===== src/rtl/uart_tx_arbiter.sv =====
// Packet-level round-robin arbiter sharing one UART TX byte stream among N_REQ sources.
// 1-cycle arbitration, then zero-latency passthrough; engine backpressure reaches the owner only.
module uart_tx_arbiter #(
  parameter int N_REQ   = 4,
  parameter int TIMEOUT = 1024
) (
  input  logic               clk,
  input  logic               rst,
  input  logic [8*N_REQ-1:0] req_data,
  input  logic [N_REQ-1:0]   req_valid,
  input  logic [N_REQ-1:0]   req_last,
  output logic [N_REQ-1:0]   req_ready,
  output logic [7:0]         tx_fifo_data,
  output logic               tx_fifo_valid,
  input  logic               tx_fifo_ready,
  output logic [N_REQ-1:0]   grant,
  output logic               busy,
  output logic [15:0]        pkt_count,
  output logic               timeout_pulse,
  output logic [7:0]         timeout_count
);

  localparam int GW = $clog2(N_REQ);
  localparam int WW = $clog2(TIMEOUT);

  typedef enum logic {IDLE, BUSY} state_t;

  state_t        state;
  logic [GW-1:0] last_grant;
  logic [WW-1:0] wd_cnt;

  logic [GW-1:0] pick;
  logic          pick_vld;
  logic [GW-1:0] idx_l;
  int            idx;

  logic          own_vld;
  logic          own_last;
  logic          xfer;

  // Walk downward so the nearest requester after last_grant is the final (winning) assignment.
  always_comb begin
    pick     = '0;
    pick_vld = 1'b0;
    idx      = 0;
    idx_l    = '0;
    for (int k = N_REQ; k >= 1; k--) begin
      idx   = (int'(last_grant) + k) % N_REQ;
      idx_l = GW'(idx);
      if (req_valid[idx_l]) begin
        pick     = idx_l;
        pick_vld = 1'b1;
      end
    end
  end

  // While BUSY, last_grant is the owner index.
  assign own_vld       = req_valid[last_grant];
  assign own_last      = req_last[last_grant];
  assign busy          = (state == BUSY);
  assign tx_fifo_valid = busy & own_vld;
  assign tx_fifo_data  = busy ? req_data[{last_grant, 3'b000} +: 8] : 8'h00;
  assign req_ready     = grant & {N_REQ{tx_fifo_ready}};
  assign xfer          = tx_fifo_valid & tx_fifo_ready;

  always_ff @(posedge clk or posedge rst) begin
    if (rst) begin
      state         <= IDLE;
      grant         <= '0;
      last_grant    <= GW'(N_REQ - 1);
      wd_cnt        <= '0;
      pkt_count     <= '0;
      timeout_pulse <= 1'b0;
      timeout_count <= '0;
    end else begin
      timeout_pulse <= 1'b0;
      case (state)
        IDLE: begin
          wd_cnt <= '0;
          if (pick_vld) begin
            grant      <= N_REQ'(1) << pick;
            last_grant <= pick;
            state      <= BUSY;
          end
        end
        BUSY: begin
          if (xfer) begin
            wd_cnt <= '0;
            if (own_last) begin
              pkt_count <= pkt_count + 16'd1;
              grant     <= '0;
              state     <= IDLE;
            end
          end else if (!own_vld) begin
            // Owner stall: release on the edge where the counter would reach TIMEOUT-1.
            if (wd_cnt == WW'(TIMEOUT - 2)) begin
              wd_cnt        <= '0;
              grant         <= '0;
              state         <= IDLE;
              timeout_pulse <= 1'b1;
              if (timeout_count != 8'hFF) timeout_count <= timeout_count + 8'd1;
            end else begin
              wd_cnt <= wd_cnt + 1'b1;
            end
          end
        end
        default: state <= IDLE;
      endcase
    end
  end

endmodule


===== config.mk =====
export PLATFORM = sky130hd
export DESIGN_NAME = uart_tx_arbiter
export DESIGN_NICKNAME = d
export VERILOG_FILES = /design/src/rtl/uart_tx_arbiter.sv
export SDC_FILE = /design/constraint.sdc
export NUM_CORES = 1
export LEC_CHECK = 0
export BUFFER_PORTS_ARGS = -buffer_cell sky130_fd_sc_hd__buf_2
export CELL_PAD_IN_SITES_DETAIL_PLACEMENT = 1
export CELL_PAD_IN_SITES_GLOBAL_PLACEMENT = 2
export CORE_MARGIN = 2
export CORE_UTILIZATION = 33
export CTS_BUF_LIST = sky130_fd_sc_hd__clkbuf_8
export CTS_CLUSTER_DIAMETER = 120
export DETAILED_ROUTE_END_ITERATION = 6
export HOLD_SLACK_MARGIN = 0.15
export PLACE_DENSITY_LB_ADDON = 0.1
export SYNTH_ARGS = -nofsm -noshare
export SYNTH_HDL_FRONTEND = slang
export SYNTH_SLANG_ARGS = --single-unit

===== constraint.sdc =====
create_clock -name clk -period 4.3 [get_ports clk]
set_clock_uncertainty 0.05 [all_clocks]
set_input_delay 0.215 -clock clk [delete_from_list [all_inputs] [get_ports clk]]
set_output_delay 0.215 -clock clk [all_outputs]
set_load 0.005 [all_outputs]

==> flow_summary.json <==
{
  "yosysMostFrequentCell": "dfrtp_1",
  "ys_types": 42,
  "p_sw_mw": 0.525,
  "dp_hpwl_um": 4590,
  "max-slew-margin-rel_pct": 62.9,
  "antenna_violating_nets_post_route": 0,
  "synth-edff-count": 0,
  "die_x_um": 89.1,
  "drcViolationCount": 0,
  "cts-buffers-inserted": 5,
  "critPathKind": "flop to flop",
  "cts_root_buf": "clkbuf_8",
  "intPower_mw": 0.878,
  "coreArea_um2": 7140,
  "die_h_um": 89.1,
  "grt_setup_unrepaired": "no",
  "antenna_found_initial": 0,
  "hp-class": "primary input to flop",
  "status": "complete, no violations",
  "startpoint_type": "flop",
  "portBuffers": 85,
  "cts_tree": "yes",
  "cts_sinks": 42,
  "crit_arrival_ps": 2740,
  "switching_share_pct": 37.4,
  "fin_nets": 362,
  "period_share_pct": 60.7,
  "gp_congestion": 0.743,
  "grtUsageTotal_pct": 16.9,
  "syn_to_final_growth_pct": 25.6,
  "num_antenna_cells": 0,
  "clockBufferDepth": 2,
  "ys_seq_area_share_pct": 44.0,
  "worstRegToRegCells": 4,
  "path_clk_slew_ps": 80,
  "power_density_nw_per_um2": 467,
  "multi_input_area_um2": 1270,
  "htreeDepth": 2,
  "fmax_mhz": 383,
  "ys_ff_latch": 42,
  "synth_top_cells_by_count": "40 x dfrtp_1, 20 x nand2_1, 15 x and2_1, 15 x xor2_1, 12 x nor2_1",
  "hold_violations": 0,
  "post_dp_cell_area_um2": 2910,
  "fill_cells": 877,
  "synth_top_area_share_pct": 41.8,
  "firstDrtPassIters": 4,
  "crit_required_ps": 4430,
  "grt_pass1_wl_um": 10400,
  "seqPwrFrac_pct": 43.3,
  "holdPathStages": 4,
  "slew_violations": 0,
  "clkPwrFrac_pct": 17.8,
  "cp-end-kind": "flop",
  "synth_warnings": 0,
  "regArea_um2": 1050,
  "setup_tns_ps": 0,
  "fin_crit_ps": 2610,
  "synth_nets": 276,
  "drtIter0Drc": 38,
  "grt_max_degree": 43,
  "worst_pin_slew_ps": 555,
  "clk_latency_ps": 290,
  "synth.area.top_cells": "dfrtp_1 42%, mux4_2 8.5%, xor2_1 5.5%",
  "vias_per_cell": 4.92,
  "fin_area_um2": 3010,
  "p_comb_share_pct": 38.9,
  "vias": 2042,
  "fin_util_pct": 42.1,
  "synthArstFlopShare_pct": 100,
  "vdd.ir_drop.worst_v": 0.000244,
  "synth_top_cell_by_area": "dfrtp_1",
  "wl_per_cell_um": 14.8,
  "synth_cells": 229,
  "leakagePower_nw": 1.53,
  "maxCapViolations": 0,
  "synth_ff_type": "dfrtp_1",
  "grt_pass1_vias": 2109,
  "start_util_pct": 33.5,
  "cts_setup_buffers": 0,
  "grt-ovfl-total": 0,
  "pin_count": 86,
  "syn_avg_cell_area_um2": 10.4,
  "crit_path_max_fanout": 15,
  "totalWireLength_um": 6130,
  "drive_gt1_share_pct": 35.1,
  "die-area_um2": 7950,
  "setup_viol": 0,
  "netlist_area_um2": 2390,
  "std_cell_rows": 31
}
-- metal layers --
metal / part of all wire, % / wire length [µm] / global-route usage, % / up-vias
li1: - / - / - / 995
met1: 46 / 2800 / 21.9 / 1004
met2: 50 / 3090 / 29.2 / 37
met3: 2.7 / 167 / 2.59 / 6
met4: 1.1 / 67 / 4.88 / 0
met5: 0 / 0 / 0 / -
-- registers in the layout, indices dropped and copies added (netlist names) --
name and flops:
grant 4, last_grant 2, wd_cnt 10, busy 1
pkt_count 16, timeout_count 8, timeout_pulse 1
-- cell families (layout without fill, tap and decap cells) --
kind of cell | count (synthesis) | count (layout) | share of synthesized area, %
and+or+nand+nor | 98 | 98 | 22.3
buffers and inverters | 16 | 103 | 2.93
muxes | 17 | 17 | 12.1
DFF | 42 | 42 | 44.0
AOI/OAI and AO/OA | 28 | 28 | 7.79
xor gates and xnor gates | 24 | 24 | 8.79
adders and majority gates | 4 | 4 | 2.09
-- worst paths after layout --
| check | startpoint | endpoint | slack, ps |
|---|---|---|---|
| max | last_grant[0] | pkt_count[1] | 1690 |
| min | req_valid[2] | last_grant[1] | 270 |
| max reg2reg | last_grant[0] | pkt_count[1] | 1690 |
| min reg2reg | pkt_count[15] | pkt_count[15] | 410 |
| max in group asynchronous | rst | last_grant[0] | 3270 |
| min in group asynchronous | rst | timeout_count[3] | 540 |
-- stage by stage --
| step | setup WS (ps) | hold WS [ps] | total power [mW] | std cells |
|---|---|---|---|---|
| after global placement | 1690 | 340 | 1.16 | 406 |
| after floorplan | 2130 | 388 | 0.957 | 229 |
| after CTS | 1670 | 267 | 1.43 | 415 |
| final | 1690 | 271 | 1.40 | 415 |
| after global routing | 1510 | 350 | 1.53 | 415 |
| after detailed placement | 1670 | 349 | 1.17 | 406 |
-- cell type report --
| class | count | area share (%) |
|---|---|---|
| repair buffers | 87 | 14.7 |
| well taps | 99 | 4.12 |
| clock inverters | 3 | 0.583 |
| clock buffers | 5 | 2.29 |
| multi-input cells | 171 | 42.2 |
| flip-flops and latches | 42 | 35.1 |
| inverters | 8 | 0.999 |
-- repair_timing --
action / CTS / global route
hold buffers: 1 / 0
endpoints found under the hold margin: 40 / 0
resized for setup: 0 / 0
-- power by group through the flow --
stage | clock, mW | combinational (mW) | sequential, mW
finish | 0.250 | 0.546 | 0.608
global route | 0.279 | 0.616 | 0.637
CTS | 0.264 | 0.557 | 0.614
global placement | 0 | 0.540 | 0.621
floorplan | 0 | 0.422 | 0.536
detailed placement | 0 | 0.553 | 0.619
-- cell usage in the layout (no fill, tap or decap), types with 4 or more instances in the layout --
master / n
and2_1: 15
and3_1: 4
buf_2: 85
clkbuf_8: 5
dfrtp_1: 40
ha_1: 4
inv_1: 9
mux2_2: 5
mux4_2: 9
nand2_1: 20
nand3_1: 11
nand4_1: 8
nor2_1: 12
nor3_1: 9
nor4_1: 5
o21ai_0: 11
xnor2_1: 9
xor2_1: 15
-- worst max-delay path, stage by stage (launching register included) --
cell	delay (ps)
dfstp_2	770
mux4_2	640
and2_1	220
nand2_1	420
mux2_2	390
(Power assumes the default switching activity.)
